[config.mk]
export PLATFORM = sky130hd
export DESIGN_NAME = marquee_scan
export DESIGN_NICKNAME = d
export VERILOG_FILES = /design/src/rtl/marquee_scan.sv
export SDC_FILE = /design/constraint.sdc
export NUM_CORES = 1
export LEC_CHECK = 0
export ABC_AREA = 1
export CAP_MARGIN = 20
export CORE_MARGIN = 1
export CORE_UTILIZATION = 52
export CTS_BUF_LIST = sky130_fd_sc_hd__clkbuf_8
export CTS_CLUSTER_SIZE = 12
export DETAILED_ROUTE_END_ITERATION = 6
export PLACE_DENSITY_LB_ADDON = 0.12
export SYNTH_ARGS = -nofsm -noshare
export SYNTH_HDL_FRONTEND = slang
export SYNTH_SLANG_ARGS = --single-unit
[constraint.sdc]
create_clock -name clk -period 1.55 [get_ports clk]
set_input_delay 0.31 -clock clk [delete_from_list [all_inputs] [get_ports clk]]
set_output_delay 0.31 -clock clk [all_outputs]
set_load 0.05 [all_outputs]
[src/rtl/marquee_scan.sv]
// marquee_scan: row-scanned RGB LED-matrix marquee driven by debounced colour and mode buttons.
// Build option MARQUEE_PAUSE_EN adds btn_pause, which freezes pattern stepping while scanning continues.
module marquee_scan #(
    parameter int unsigned ROWS        = 8,
    parameter int unsigned COLS        = 8,
    parameter int unsigned CLK_FREQ    = 50_000_000,
    parameter int unsigned STEP_HZ     = 2,
    parameter int unsigned SCAN_HZ     = 8_000,
    parameter int unsigned DEBOUNCE_MS = 20
) (
    input  logic            clk,
    input  logic            rst,
    input  logic            btn_color,
    input  logic            btn_mode,
`ifdef MARQUEE_PAUSE_EN
    input  logic            btn_pause,
`endif
    output logic [ROWS-1:0] led_row,
    output logic [COLS-1:0] led_col_r,
    output logic [COLS-1:0] led_col_g,
    output logic [COLS-1:0] led_col_b,
    output logic            led_hb
);

    localparam int unsigned DBC_RAW = DEBOUNCE_MS * CLK_FREQ / 1000;
    localparam int unsigned DBC     = (DBC_RAW == 0) ? 1 : DBC_RAW;
    localparam int unsigned DBC_W   = $clog2(DBC + 1);
    localparam int unsigned STEP_RAW = CLK_FREQ / STEP_HZ;
    localparam int unsigned STEP_N  = (STEP_RAW == 0) ? 1 : STEP_RAW;
    localparam int unsigned STEP_W  = $clog2(STEP_N + 1);
    localparam int unsigned SCAN_RAW = CLK_FREQ / SCAN_HZ;
    localparam int unsigned SCAN_N  = (SCAN_RAW == 0) ? 1 : SCAN_RAW;
    localparam int unsigned SCAN_W  = $clog2(SCAN_N + 1);
    localparam int unsigned POS_W   = $clog2(COLS);
    localparam int unsigned ROW_W   = $clog2(ROWS);
    localparam int unsigned BTN_COLOR = 0;
    localparam int unsigned BTN_MODE  = 1;
`ifdef MARQUEE_PAUSE_EN
    localparam int unsigned BTN_PAUSE = 2;
    localparam int unsigned NBTN      = 3;
`else
    localparam int unsigned NBTN      = 2;
`endif

    localparam logic [1:0] MODE_LEFT   = 2'd0;
    localparam logic [1:0] MODE_RIGHT  = 2'd1;
    localparam logic [1:0] MODE_BOUNCE = 2'd2;
    localparam logic [1:0] MODE_FILL   = 2'd3;

    logic [NBTN-1:0]  btn_raw_c;
    logic [NBTN-1:0]  sync1, sync2, db, armed, press;
    logic [DBC_W-1:0] dbc_cnt [NBTN];
    logic [1:0]       settle;

`ifdef MARQUEE_PAUSE_EN
    assign btn_raw_c = {btn_pause, btn_mode, btn_color};
`else
    assign btn_raw_c = {btn_mode, btn_color};
`endif

    // Synchronise, debounce and edge-detect every button. A button only becomes
    // armed once it has been seen released after reset, so a button held through
    // reset cannot produce a press until it is released and pressed again.
    always_ff @(posedge clk) begin
        if (rst) begin
            sync1  <= '1;
            sync2  <= '1;
            db     <= '1;
            armed  <= '0;
            press  <= '0;
            settle <= '0;
            for (int i = 0; i < int'(NBTN); i++) dbc_cnt[i] <= '0;
        end else begin
            sync1  <= btn_raw_c;
            sync2  <= sync1;
            settle <= {settle[0], 1'b1};
            for (int i = 0; i < int'(NBTN); i++) begin
                press[i] <= 1'b0;
                if (sync2[i] != db[i]) begin
                    if (dbc_cnt[i] == DBC_W'(DBC - 1)) begin
                        db[i]      <= sync2[i];
                        dbc_cnt[i] <= '0;
                        press[i]   <= armed[i] & ~sync2[i];
                    end else begin
                        dbc_cnt[i] <= dbc_cnt[i] + DBC_W'(1);
                    end
                end else begin
                    dbc_cnt[i] <= '0;
                    if (settle[1] && db[i] && (dbc_cnt[i] == '0)) armed[i] <= 1'b1;
                end
            end
        end
    end

    logic step_run_c;
`ifdef MARQUEE_PAUSE_EN
    logic paused;

    always_ff @(posedge clk) begin
        if (rst) paused <= 1'b0;
        else     paused <= paused ^ press[BTN_PAUSE];
    end

    assign step_run_c = ~paused;
`else
    assign step_run_c = 1'b1;
`endif

    // Pattern engine state
    logic [2:0]        col, col_n;
    logic [1:0]        mode, mode_n;
    logic [POS_W-1:0]  pos, pos_n;
    logic              dir_down, dir_n;
    logic [STEP_W-1:0] step_cnt, step_cnt_n;
    logic              hb, hb_n;
    logic              step_tick_c, any_press_c;

    assign step_tick_c = step_run_c && (step_cnt == STEP_W'(STEP_N - 1));
    assign any_press_c = press[BTN_COLOR] | press[BTN_MODE];

    always_ff @(posedge clk) begin
        if (rst) begin
            col      <= 3'd1;
            mode     <= MODE_LEFT;
            pos      <= '0;
            dir_down <= 1'b0;
            step_cnt <= '0;
            hb       <= 1'b0;
        end else begin
            col      <= col_n;
            mode     <= mode_n;
            pos      <= pos_n;
            dir_down <= dir_n;
            step_cnt <= step_cnt_n;
            hb       <= hb_n;
        end
    end

    // A press restarts the pattern and swallows any coincident step.
    always_comb begin
        col_n      = col;
        mode_n     = mode;
        pos_n      = pos;
        dir_n      = dir_down;
        step_cnt_n = step_cnt;
        hb_n       = hb;
        if (step_run_c) step_cnt_n = step_tick_c ? '0 : step_cnt + STEP_W'(1);
        if (any_press_c) begin
            if (press[BTN_COLOR]) col_n  = col + 3'd1;
            if (press[BTN_MODE])  mode_n = mode + 2'd1;
            pos_n      = '0;
            dir_n      = 1'b0;
            step_cnt_n = '0;
        end else if (step_tick_c) begin
            hb_n = ~hb;
            case (mode)
                MODE_RIGHT: pos_n = (pos == '0) ? POS_W'(COLS - 1) : pos - POS_W'(1);
                MODE_BOUNCE: begin
                    if (!dir_down) begin
                        if (pos == POS_W'(COLS - 1)) begin
                            pos_n = POS_W'(COLS - 2);
                            dir_n = 1'b1;
                        end else begin
                            pos_n = pos + POS_W'(1);
                        end
                    end else if (pos == '0) begin
                        pos_n = POS_W'(1);
                        dir_n = 1'b0;
                    end else begin
                        pos_n = pos - POS_W'(1);
                    end
                end
                default: pos_n = (pos == POS_W'(COLS - 1)) ? '0 : pos + POS_W'(1);
            endcase
        end
    end

    // Row scanning runs independently of stepping and pause.
    logic [SCAN_W-1:0] scan_cnt;
    logic [ROW_W-1:0]  row_idx;

    always_ff @(posedge clk) begin
        if (rst) begin
            scan_cnt <= '0;
            row_idx  <= '0;
        end else if (scan_cnt == SCAN_W'(SCAN_N - 1)) begin
            scan_cnt <= '0;
            row_idx  <= (row_idx == ROW_W'(ROWS - 1)) ? '0 : row_idx + ROW_W'(1);
        end else begin
            scan_cnt <= scan_cnt + SCAN_W'(1);
        end
    end

    logic [COLS-1:0] pat_c;

    always_comb begin
        pat_c = '0;
        for (int unsigned c = 0; c < COLS; c++)
            pat_c[c] = (mode == MODE_FILL) ? (c <= 32'(pos)) : (c == 32'(pos));
    end

    // Pins stay dark for the reset cycle and the one after it.
    logic rst_d;

    always_ff @(posedge clk) begin
        rst_d <= rst;
        if (rst || rst_d) begin
            led_row   <= '0;
            led_col_r <= '1;
            led_col_g <= '1;
            led_col_b <= '1;
            led_hb    <= 1'b0;
        end else begin
            led_row   <= ROWS'(1) << row_idx;
            led_col_r <= ~(pat_c & {COLS{col[0]}});
            led_col_g <= ~(pat_c & {COLS{col[1]}});
            led_col_b <= ~(pat_c & {COLS{col[2]}});
            led_hb    <= hb;
        end
    end

endmodule

# --- Word-level counts from Yosys, hierarchy flattened ---
# Memories as Yosys holds them, arrays and structs flattened.
# Index checks and enable logic that the tools add are counted.
classes:
  n_reduce_logical: 21
  n_bitwise: 23
  n_lt_le_gt_ge: 7
  addsub: 9
  shift: 1
  n_eq_ne: 18
  n_mux: 49
op_table:
  columns: ["operator", "count"]
  rows:
  - ["two-way mux 20 bit", 6]
  - ["adder 20 x 1 -> 20 bit (second input constant)", 2]
  - ["== test 20 bit (second input constant)", 2]
  - ["logical NOT 20 bit", 2]
  - ["two-way mux 1 bit", 36]
  - ["adder 25 x 1 -> 25 bit (second input constant)", 1]
  - ["== test 25 bit (second input constant)", 1]
  - ["AND 8 bit", 3]
  - ["NOT 8 bit", 3]
  - ["two-way mux 3 bit", 6]
  - ["AND reduction 2 bit", 8]
  - ["adder 13 x 1 -> 13 bit (second input constant)", 1]
  - ["== test 13 bit (second input constant)", 1]
  - ["== test 3 bit (first input constant)", 4]
  - ["<= comparator 3 bit (first input constant)", 4]
  - ["adder 3 x 1 -> 3 bit (second input constant)", 3]
  - ["OR reduction 3 bit", 3]
  - ["NOT 1 bit", 8]
  - ["left shift 1 x 3 -> 8 bit (first input constant)", 1]
  - ["bitwise OR 1 bit", 7]
  - ["== test 2 x 3 -> 1 bit (first input constant)", 2]
  - ["== test 3 bit (second input constant)", 2]
  - ["<= comparator 2 x 3 -> 1 bit (first input constant)", 2]
  - ["one-hot mux 3 bit (2 select lines)", 1]
  - ["12 further kinds", 19]
word_totals:
  memories: 1
  ram_bits: 40
  ff_bits: 97
  output_inout_bits: 33
mem_list:
  columns: ["name", "words", "width", "rd", "rd_ports_with_merged_regs", "wr", "line", "text"]
  rows:
  - ["dbc_cnt", 2, 20, 2, 0, 2, "52", "logic [DBC_W-1:0] dbc_cnt [NBTN];"]

# --- Depth between registers and ports, before layout ---
# Gate-level depths: netlist of the first run.
# An unclocked memory read counts as a cell.
logic_depth:
  depth_word: 9
  depth_mapped: 9
  depth_no_buf: 9

# --- Least setup slack after synthesis of the first run ---
# Ideal clock, no wire load.
synth_timing:
  path_type: "reg-to-reg"
  startpoint: "memory dbc_cnt[0][0] (netlist name)"
  endpoint: "memory dbc_cnt[0][10] (netlist name), data pin"
  stages_incl_launch_ff: 8
  arrival_ns: 1.384
  synth_period_minus_slack_ns: 1.638
  required_time_ns: 1.296
  setup_ns: 0.254
  path_slack_ns: -0.088
  path_cell_list: "edfxtp_1 -> ha_1 -> nand2_1 -> nor3_2 -> nand3_2 -> nand2_2 -> buf_4 -> nor2_1"
synth_lines:
  columns: ["element", "line"]
  rows:
  - ["start: declaration", "52"]

==> results of run 1 <==
[routing by layer]
layer / global-route usage, % / up-vias / wire length [um]
met1: 28.00 / 2595 / 6828
met4: 7.792 / 0 / 175
met5: 0 / - / 0
met2: 35.37 / 83 / 6695
li1: - / 3067 / -
met3: 5.492 / 15 / 471
[cell usage in the layout, fill, tap and decap left out, types with 4 or more instances in the layout]
master	Yosys	final
a21oi_1	46	39
a21oi_2	0	7
buf_4	2	114
clkbuf_8	0	18
clkinv_2	0	4
conb_1	1	40
dfxtp_1	97	97
edfxtp_1	40	40
ha_1	23	18
inv_1	98	98
inv_2	7	8
nand2_1	193	184
nand2_2	6	11
nand2_4	2	5
nand3_1	51	48
nand3b_1	4	4
nand4_1	20	20
nor2_1	148	126
nor2_2	14	26
nor2_4	4	14
nor3_1	15	12
nor3_2	5	6
nor3b_2	1	5
o21ai_0	12	12
or2_0	8	8
or2_2	8	8
xnor2_1	9	8
xor2_1	19	19
[synth_stat cells, types with 2 or more instances]
cell	instances
nand2_1	193
nor2_1	148
inv_1	98
dfxtp_1	97
nand3_1	51
a21oi_1	46
edfxtp_1	40
ha_1	23
nand4_1	20
xor2_1	19
nor3_1	15
nor2_2	14
o21ai_0	12
xnor2_1	9
or2_0	8
or2_2	8
inv_2	7
nand2_2	6
nor3b_1	6
nor3_2	5
nand3b_1	4
nor2_4	4
buf_6	3
and3_1	2
buf_4	2
clkbuf_1	2
nand2_4	2
nand3_2	2
o211ai_1	2
o31ai_1	2
[state kept, by name (all words and copies together) (netlist names), 2 cells and up]
name,flops
sync2,2
press,2
led_col_r,8
armed,2
pos,3
step_cnt,25
db,2
led_col_g,8
led_col_b,8
row_idx,3
settle,2
sync1,2
col,3
scan_cnt,13
mode,2
led_row,8
dbc_cnt,40
[path summary, 6_finish.rpt]
| check | to | slack (ns) | cells after the start |
|---|---|---|---|
| worst max-delay path | dbc_cnt[0][19] | -0.02 | 7 |
| worst min-delay path | sync2[0] | 0.41 | 1 |
| worst max register to register | dbc_cnt[0][19] | -0.02 | 7 |
| worst min register to register | sync2[0] | 0.41 | 1 |
[kinds of logic (layout without fill, tap and decap cells)]
family / after synthesis / count (layout) / share of synthesized area [%]
xor+xnor: 28 / 28 / 3.655
flops: 137 / 137 / 46.85
buf+inv: 114 / 260 / 6.844
fa+ha+maj: 23 / 23 / 4.290
compound gates: 65 / 65 / 5.091
other cells: 1 / 40 / 0.05590
simple gates: 492 / 494 / 33.22
[power by group through the flow]
stage / Sequential, mW / Combinational, mW / Clock [mW]
6_report: 3.80 / 0.386 / 2.95
2_1_floorplan: 3.89 / 0.173 / 0
3_3_place_gp: 3.88 / 0.317 / 0
3_5_place_dp: 3.88 / 0.320 / 0
5_1_grt: 3.81 / 0.425 / 3.19
4_1_cts: 3.80 / 0.343 / 3.02
[per-stage QoR]
| step | TNS, ns | power (mW) |
|---|---|---|
| CTS | 0 | 7.164 |
| finish | -0.02406 | 7.140 |
| global route | -2.587 | 7.427 |
| global placement | -9.104 | 4.192 |
| detailed placement | -9.939 | 4.198 |
| floorplan | 0 | 4.062 |
[timing repair]
item	in CTS	in global routing
setup buffers	6	10
pin swaps	7	18
setup endpoints to repair	39	69
gates resized for setup	21	59
gates cloned	1	2
[area by class of cell]
cell class	instances	area (um^2)
Fill cell	1066	3860
Multi-Input combinational cell	650	3610
Sequential cell	137	3143
Timing Repair Buffer	123	993.5
Inverter	106	397.9
Clock buffer	18	247.7
Tap cell	172	215.2
Clock inverter	13	152.6
[critical path, stage by stage, from the launching register on]
cell      delay [ns]
edfxtp_1        0.44
nand2_1         0.14
nor2_1          0.20
nand2_1         0.09
nor3_2          0.23
nand2_1         0.08
nand2_1         0.08
a21oi_1         0.07
==> impl_metrics.json, run 1 <==
{
  "status": "finished with violations",
  "violations": "setup timing",
  "holdCritStartpoint": "sync1[0]",
  "syn_avg_cell_area_um2": 7.801,
  "cp-start-kind": "flop",
  "grt_pass1_wl_mm": 22.81,
  "synth.top_cell.area_share_pct": 28.94,
  "cp.arrival_ns": 1.75,
  "drc": 0,
  "pwr-share-comb_pct": 5.4,
  "antenna_found_initial": 0,
  "yosys-top-cells-area": "dfxtp_1, edfxtp_1, nand2_1",
  "yosysSeqAreaShare_pct": 46.85,
  "required_ns": 1.74,
  "finalCritPeriodShare_pct": 101.1,
  "cap_violations": 0,
  "reg2reg_from": "dbc_cnt[0][9]",
  "stdcell_area_um2": 8760,
  "power_density_nw_per_um2": 815.2,
  "finalSetupViolCount": 3,
  "viasPerCell": 4.725,
  "grt_max_degree": 26,
  "seq_power_share_pct": 53.2,
  "vias": 5760,
  "maxSlewViolCount": 0,
  "nets": 1062,
  "cts_made_buffers": 17,
  "relSlewSlack_pct": 66.32,
  "port_buffers": 36,
  "synthCells": 860,
  "hold_class": "reg2reg",
  "die_y_um": 115.6,
  "pre_cts_ws_ns": -0.2394,
  "synth_top_cell_by_area": "dfxtp_1",
  "core_um2": 12620,
  "finalHoldViolCount": 0,
  "final_core_util_pct": 69.41,
  "cts_max_level": 4,
  "drive_above_1_share_pct": 24.64,
  "timing.final.ws_setup_ns": -0.01756,
  "endpoint_kind": "flop",
  "cts_tree": "built",
  "area_delta_synth_final_pct": 30.57,
  "synth_ff_type": "dfxtp_1",
  "fp.dieArea_um2": 13360,
  "p_int_mw": 5.527,
  "cts_hold_buf": 0,
  "critPathLaunch": "dbc_cnt[0][9]",
  "drt-initial-drc-count": 380,
  "synth-seq-cells": 137,
  "synth_cell_types": 40,
  "clockBufferDepth": 2,
  "start_util_pct": 53.16,
  "gp_congestion": 0.8852,
  "drt_wl_total_mm": 14.17,
  "p_leak_nw": 3.512,
  "diodes": 0,
  "synth_edf_count": 40,
  "ys_warn_count": 0,
  "clock_skew_ns": 0.01054,
  "clk_latency_ns": 0.43,
  "critical_path_class": "reg2reg",
  "cp_max_fo": 6,
  "placed_area_um2": 7833,
  "dpl.hpwl_mm": 9.975,
  "rsz0062_at_grt": "true",
  "dr.pass1.iters": 5,
  "io-pin-count": 37,
  "worstMarginPinSlew_ns": 0.5046,
  "placedCellCount": 1169,
  "max_freq_mhz": 637.9,
  "die_w_um": 115.6,
  "globalRoute.totalOverflow": 0,
  "final_cells": 1219,
  "peakVddDrop_uv": 527.2,
  "async_flop_share_pct": 0,
  "root_buffer": "clkbuf_8",
  "path_clk_slew_ns": 0.08,
  "clkPwrFrac_pct": 41.4,
  "netSwitchingPower_mw": 1.614,
  "synth_area_um2": 6709,
  "hold_ws_ns": 0.4088,
  "final_antenna_net_count": 0,
  "fp-row-count": 41,
  "wl_per_cell_um": 11.62,
  "clock_sinks": 137,
  "grt_use_total_pct": 21.73,
  "period_needed_ns": 1.568,
  "first_global_vias": 5081,
  "p_sw_share_pct": 22.60
}
Note: power is estimated with default switching activity, not from simulation.
==> run 2, diff against run 1 <==
Settings changed: CORE_MARGIN 1 to 8, CTS_CLUSTER_SIZE 12 to 8.
==> run 2 against run 1 <==
The run still ends with setup timing left. Fmax down 1.8%. Utilization increased by 1.5 points. Worst hold slack better by 0.0080 ns. Power grew 5.3%. Design area is 2.2% higher. Routed wire length up 6.3%. Setup slack got worse by 0.028 ns. Global-route usage decreased by 3.7 points. Register-to-register slack got worse by 0.03 ns. Via count is 2.1% higher. Combinational power increased by 4%. Largest cell class unchanged.
==> impl_metrics.json, run 2 (same netlist as run 1, synthesis figures left out) <==
{
  "status": "finished with violations",
  "violations": "setup timing",
  "port_buffers": 36,
  "clock_sinks": 137,
  "peakVddDrop_uv": 704.3,
  "core_um2": 12620,
  "crit_slowest_cell": "edfxtp_1",
  "vias": 5880,
  "p_int_mw": 5.858,
  "seq_power_share_pct": 50.5,
  "drc": 0,
  "globalRoute.totalOverflow": 0,
  "nets": 1069,
  "largest_reg_flops": 40,
  "path_clk_slew_ns": 0.08,
  "antenna_found_initial": 0,
  "area_delta_synth_final_pct": 33.48,
  "r2r_cells": 6,
  "cap_violations": 0,
  "placed_area_um2": 7885,
  "drive_above_1_share_pct": 26.82,
  "cp.buffers_inverters": 0,
  "grt_use_total_pct": 18.00,
  "required_ns": 1.76,
  "drt_wl_total_mm": 15.06,
  "hold_class": "reg2reg",
  "cp-start-kind": "flop",
  "cp.arrival_ns": 1.81,
  "grt_max_degree": 26,
  "die_w_um": 129.6,
  "endpoint_kind": "flop",
  "maxSlewViolCount": 0,
  "pwr-share-comb_pct": 5.4,
  "gp_congestion": 0.8852,
  "setup-tns-final_ns": -0.3173,
  "start_util_pct": 53.16,
  "finalCritPeriodShare_pct": 102.9,
  "first_global_vias": 5326,
  "netSwitchingPower_mw": 1.659,
  "rrSetupSlack_ns": -0.05,
  "reg_top3": "dbc_cnt: 40 flops, step_cnt: 25 flops, scan_cnt: 13 flops",
  "clkPwrFrac_pct": 44.1,
  "io-pin-count": 37,
  "root_buffer": "clkbuf_8",
  "cts_tree": "built",
  "p_sw_share_pct": 22.07,
  "final_antenna_net_count": 0,
  "clockBufferDepth": 2,
  "grt_pass1_wl_mm": 24.25,
  "cts_max_level": 4,
  "final_common_cell": "nand2_1",
  "cp_max_fo": 6,
  "critical_path_class": "reg2reg",
  "min_path_cells": 2,
  "diodes": 0,
  "dr.pass1.iters": 7,
  "max_flop_register": "dbc_cnt",
  "rsz0062_at_grt": "true",
  "crit_family": "simple AND/OR/NAND/NOR gates",
  "fp-row-count": 41,
  "cp.depth": 6,
  "finalHoldViolCount": 0,
  "viasPerCell": 4.792,
  "p_leak_nw": 3.569,
  "power_density_nw_per_um2": 839.4,
  "stdcell_area_um2": 8955,
  "finalSetupViolCount": 16,
  "clk_latency_ns": 0.46,
  "dpl.hpwl_mm": 10.37,
  "clock_skew_ns": 0.01138,
  "die_y_um": 129.6,
  "period_needed_ns": 1.596,
  "fp.dieArea_um2": 16790,
  "timing.final.ws_setup_ns": -0.04556,
  "layout_common_cells": "nand2_1, nor2_1, buf_4, inv_1, dfxtp_1",
  "slowest_delay_ns": 0.46,
  "drt-initial-drc-count": 374,
  "wl_per_cell_um": 12.28,
  "cts_made_buffers": 17,
  "cts_hold_buf": 0,
  "max_freq_mhz": 626.7,
  "cp_cell_sequence": "nor2_2 > nand3_2 > nor2_4 > nand3_4 > nand2_4 > nor3b_2"
}
run 2: cell types whose count changed in the layout (fill, tap and decap cells not counted), sizes merged:
cell      delta
clkinv       -2
clkinvlp     +1
bufinv       +2
nand2        +2
buf          +5
run 2: tightest hold or removal path, stage by stage, from the launching register on:
cell and delay, ns:
dfxtp_1 0.30, inv_1 0.05, nor2_1 0.03
run 2: power by group through the flow:
stage               clock [mW]  sequential, mW  combinational, mW
global route              3.56            3.81              0.444
floorplan                    0            3.89              0.173
CTS                       3.38            3.80              0.352
global placement             0            3.87              0.323
detailed placement           0            3.88              0.325
finish                    3.32            3.80              0.403
run 2: timing repair:
item                                    4_1_cts  5_1_grt
pin swaps                                    17       26
gates cloned                                  2        3
setup buffers                                 7        7
endpoints found under the setup margin       40       72
hold endpoints to repair                      0        0
resized for setup                            31       74
run 2: stage by stage:
| step | power [mW] | setup WS, ns | instances | hold slack (ns) | utilization, % |
|---|---|---|---|---|---|
| final | 7.517 | -0.04556 | 1227 | 0.4168 | 70.96 |
| after global routing | 7.811 | -0.1534 | 1227 | 0.4378 | 70.96 |
| after CTS | 7.530 | 0.001290 | 1217 | 0.4249 | 67.94 |
| after detailed placement | 4.202 | -0.2596 | 1176 | 0.4036 | 62.48 |
| after global placement | 4.198 | -0.2175 | 1176 | 0.3916 | 62.48 |
| after floorplan | 4.062 | 0.005097 | 899 | 0.3377 | - |
run 2: worst paths after layout:
| kind | start | endpoint |
|---|---|---|
| worst min-delay path | settle[0] | settle[1] |
| worst max register to register | dbc_cnt[1][6] | dbc_cnt[1][18] |
| worst min register to register | settle[0] | settle[1] |
| worst max-delay path | dbc_cnt[1][6] | dbc_cnt[1][18] |
run 2: per-layer routing:
metal / vias up / GRT usage [%] / part of all wire (%)
met4: 0 / 7.582 / 1.4
met3: 19 / 4.108 / 3.7
met5: - / 0 / 0
met1: 2671 / 22.24 / 46
met2: 102 / 29.65 / 49
li1: 3088 / - / -
run 2: area by class of cell:
type	count	area, um^2
inverters	106	401.6
clock inverters	14	202.7
multi-input cells	652	3709
well taps	172	215.2
flip-flops and latches	137	3148
repair buffers	128	1031
clock buffers	18	247.7
fillers	1053	3665
==> run 3, diff against run 2 <==
Settings changed: CORE_ASPECT_RATIO set to 0.6.
==> run 3 against run 2 <==
The flow still finishes with violations (setup timing). Design area is 2.3% lower. Routed wire length up 11%. Setup slack lost 0.017 ns. Non-clock buffer count is 2 higher. Global-route usage rose by 1.6 points. Clock power decreased by 14%. Cell count fell by 0.24%. Clock skew up 0.0062 ns. Die area is 0.71% higher. Critical endpoint is now dbc_cnt[0][10]. Highest routed layer unchanged.
==> impl_metrics.json, run 3 (same netlist as run 1, synthesis figures left out) <==
{
  "totalPowerFinal_mw": 7.046,
  "die_y_um": 104.0,
  "cp.buffers_inverters": 1,
  "clock_skew_ns": 0.01762,
  "cap_violations": 0,
  "period_needed_ns": 1.613,
  "cpMostUsedCell": "nand2_4",
  "reg_top3": "dbc_cnt: 40 flops, step_cnt: 25 flops, scan_cnt: 13 flops",
  "grt_pass1_wl_mm": 26.73,
  "final_core_util_pct": 68.72,
  "min_path_cells": 2,
  "drt_wl_total_mm": 16.78,
  "globalRoute.totalOverflow": 0,
  "holdCritStartpoint": "btn_mode",
  "placedCellCount": 1181,
  "crit_family": "simple AND/OR/NAND/NOR gates",
  "wl_per_cell_um": 13.71,
  "timing.rr.end": "dbc_cnt[0][10]",
  "critical_path_class": "reg2reg",
  "final_cells": 1224,
  "grt_max_degree": 20,
  "crit_slowest_cell": "edfxtp_1",
  "drt-initial-drc-count": 576,
  "dpl.hpwl_mm": 11.84,
  "clockBufferDepth": 2,
  "status": "finished with violations",
  "reg2reg_from": "dbc_cnt[0][1]",
  "cp_cell_sequence": "ha_4 > nand2_4 > nor3_4 > nand3_2 > nand2_4 > buf_8 > nor2_1",
  "clk_latency_ns": 0.47,
  "first_global_vias": 5353,
  "start_util_pct": 52.69,
  "drive_above_1_share_pct": 25.24,
  "port_buffers": 36,
  "layout_common_cells": "nand2_1, nor2_1, buf_4, inv_1, dfxtp_1",
  "placed_area_um2": 7960,
  "cts_max_level": 4,
  "endpoint_kind": "flop",
  "diodes": 0,
  "max_freq_mhz": 620.0,
  "final_antenna_net_count": 0,
  "finalCritPeriodShare_pct": 104.1,
  "peakVddDrop_uv": 615.3,
  "rsz0062_at_grt": "true",
  "hold_end": "sync1[1]",
  "grt_use_total_pct": 19.57,
  "nets": 1068,
  "finalSetupViolCount": 36,
  "clock_sinks": 137,
  "cp-start-kind": "flop",
  "root_buffer": "clkbuf_8",
  "rrSetupSlack_ns": -0.06,
  "violations": "setup timing",
  "maxSlewViolCount": 0,
  "largest_reg_flops": 40,
  "max_flop_register": "dbc_cnt",
  "die_w_um": 162.6,
  "slowest_delay_ns": 0.42,
  "antenna_found_initial": 0,
  "r2r_cells": 7,
  "gp_congestion": 0.9454,
  "required_ns": 1.77,
  "cts_tree": "built",
  "final_common_cell": "nand2_1",
  "vias": 6033,
  "hold_class": "in2reg",
  "dr.pass1.iters": 6,
  "p_leak_nw": 3.503,
  "cp_max_fo": 8,
  "cp.arrival_ns": 1.83,
  "nFillCells": 1017,
  "core_um2": 12730,
  "drc": 0,
  "path_clk_slew_ns": 0.10,
  "cts_made_buffers": 17,
  "fp-row-count": 32,
  "area_delta_synth_final_pct": 30.42,
  "fp.dieArea_um2": 16910,
  "power_density_nw_per_um2": 805.3,
  "viasPerCell": 4.929,
  "finalHoldViolCount": 0,
  "stdcell_area_um2": 8750,
  "io-pin-count": 37,
  "timing.final.ws_setup_ns": -0.06279
}
run 3: cell count changes in the layout (fill, tap and decap cells not counted), sizes merged:
cell	delta
buf	+3
bufinv	-5
nand2	-3
clkbuf	-1
inv	+5
run 3: stage by stage:
stage	hold slack, ns	setup slack, ns	setup TNS, ns
3_5_place_dp	0.3932	-0.2286	-10.70
5_1_grt	0.4132	-0.1293	-2.960
2_1_floorplan	0.3377	0.005097	0
4_1_cts	0.3880	-0.05644	-0.7732
6_report	0.4068	-0.06279	-1.220
3_3_place_gp	0.3999	-0.2077	-9.540
run 3: routing by layer:
metal	part of all wire (%)	up-vias	track usage (%)
li1	-	3076	-
met1	53	2712	31.19
met2	37	227	23.90
met3	8.4	18	4.901
met4	1.2	0	7.040
met5	0	-	0
run 3: how the worst max path moves through the flow:
stage / startpoint / end / slack [ns] / cells after the start
3_5_place_dp: rst / dbc_cnt[1][2] / -0.23 / 6
4_1_cts: dbc_cnt[0][1] / dbc_cnt[0][3] / -0.06 / 7
5_1_grt: dbc_cnt[1][6] / dbc_cnt[1][14] / -0.13 / 8
2_1_floorplan: dbc_cnt[0][0] / dbc_cnt[0][10] / 0.005 / 7
3_3_place_gp: rst / dbc_cnt[1][2] / -0.21 / 6
6_report: dbc_cnt[0][1] / dbc_cnt[0][10] / -0.06 / 7
run 3: what timing repair did:
action | in CTS | in global routing
setup endpoints to repair | 38 | 67
pin swaps | 9 | 24
setup buffers | 2 | 8
cloned | 0 | 1
gates resized for setup | 17 | 68
hold buffers | 0 | 0
run 3: layout make-up:
class / count / area, um^2 / share of cell area, %
Clock buffer: 18 / 247.7 / 2.831
Inverter: 106 / 400.4 / 4.576
Sequential cell: 137 / 3148 / 35.98
Tap cell: 170 / 212.7 / 2.431
Timing Repair Buffer: 130 / 1044 / 11.93
Clock inverter: 14 / 130.1 / 1.487
Multi-Input combinational cell: 649 / 3567 / 40.77
run 3: report_power, final:
part | leakage [nW] | internal [mW] | switching (mW)
sequential | 1.20 | 3.75 | 0.0589
clock | 0.192 | 1.22 | 1.64
combinational | 2.11 | 0.157 | 0.227
total | 3.50 | 5.12 | 1.92
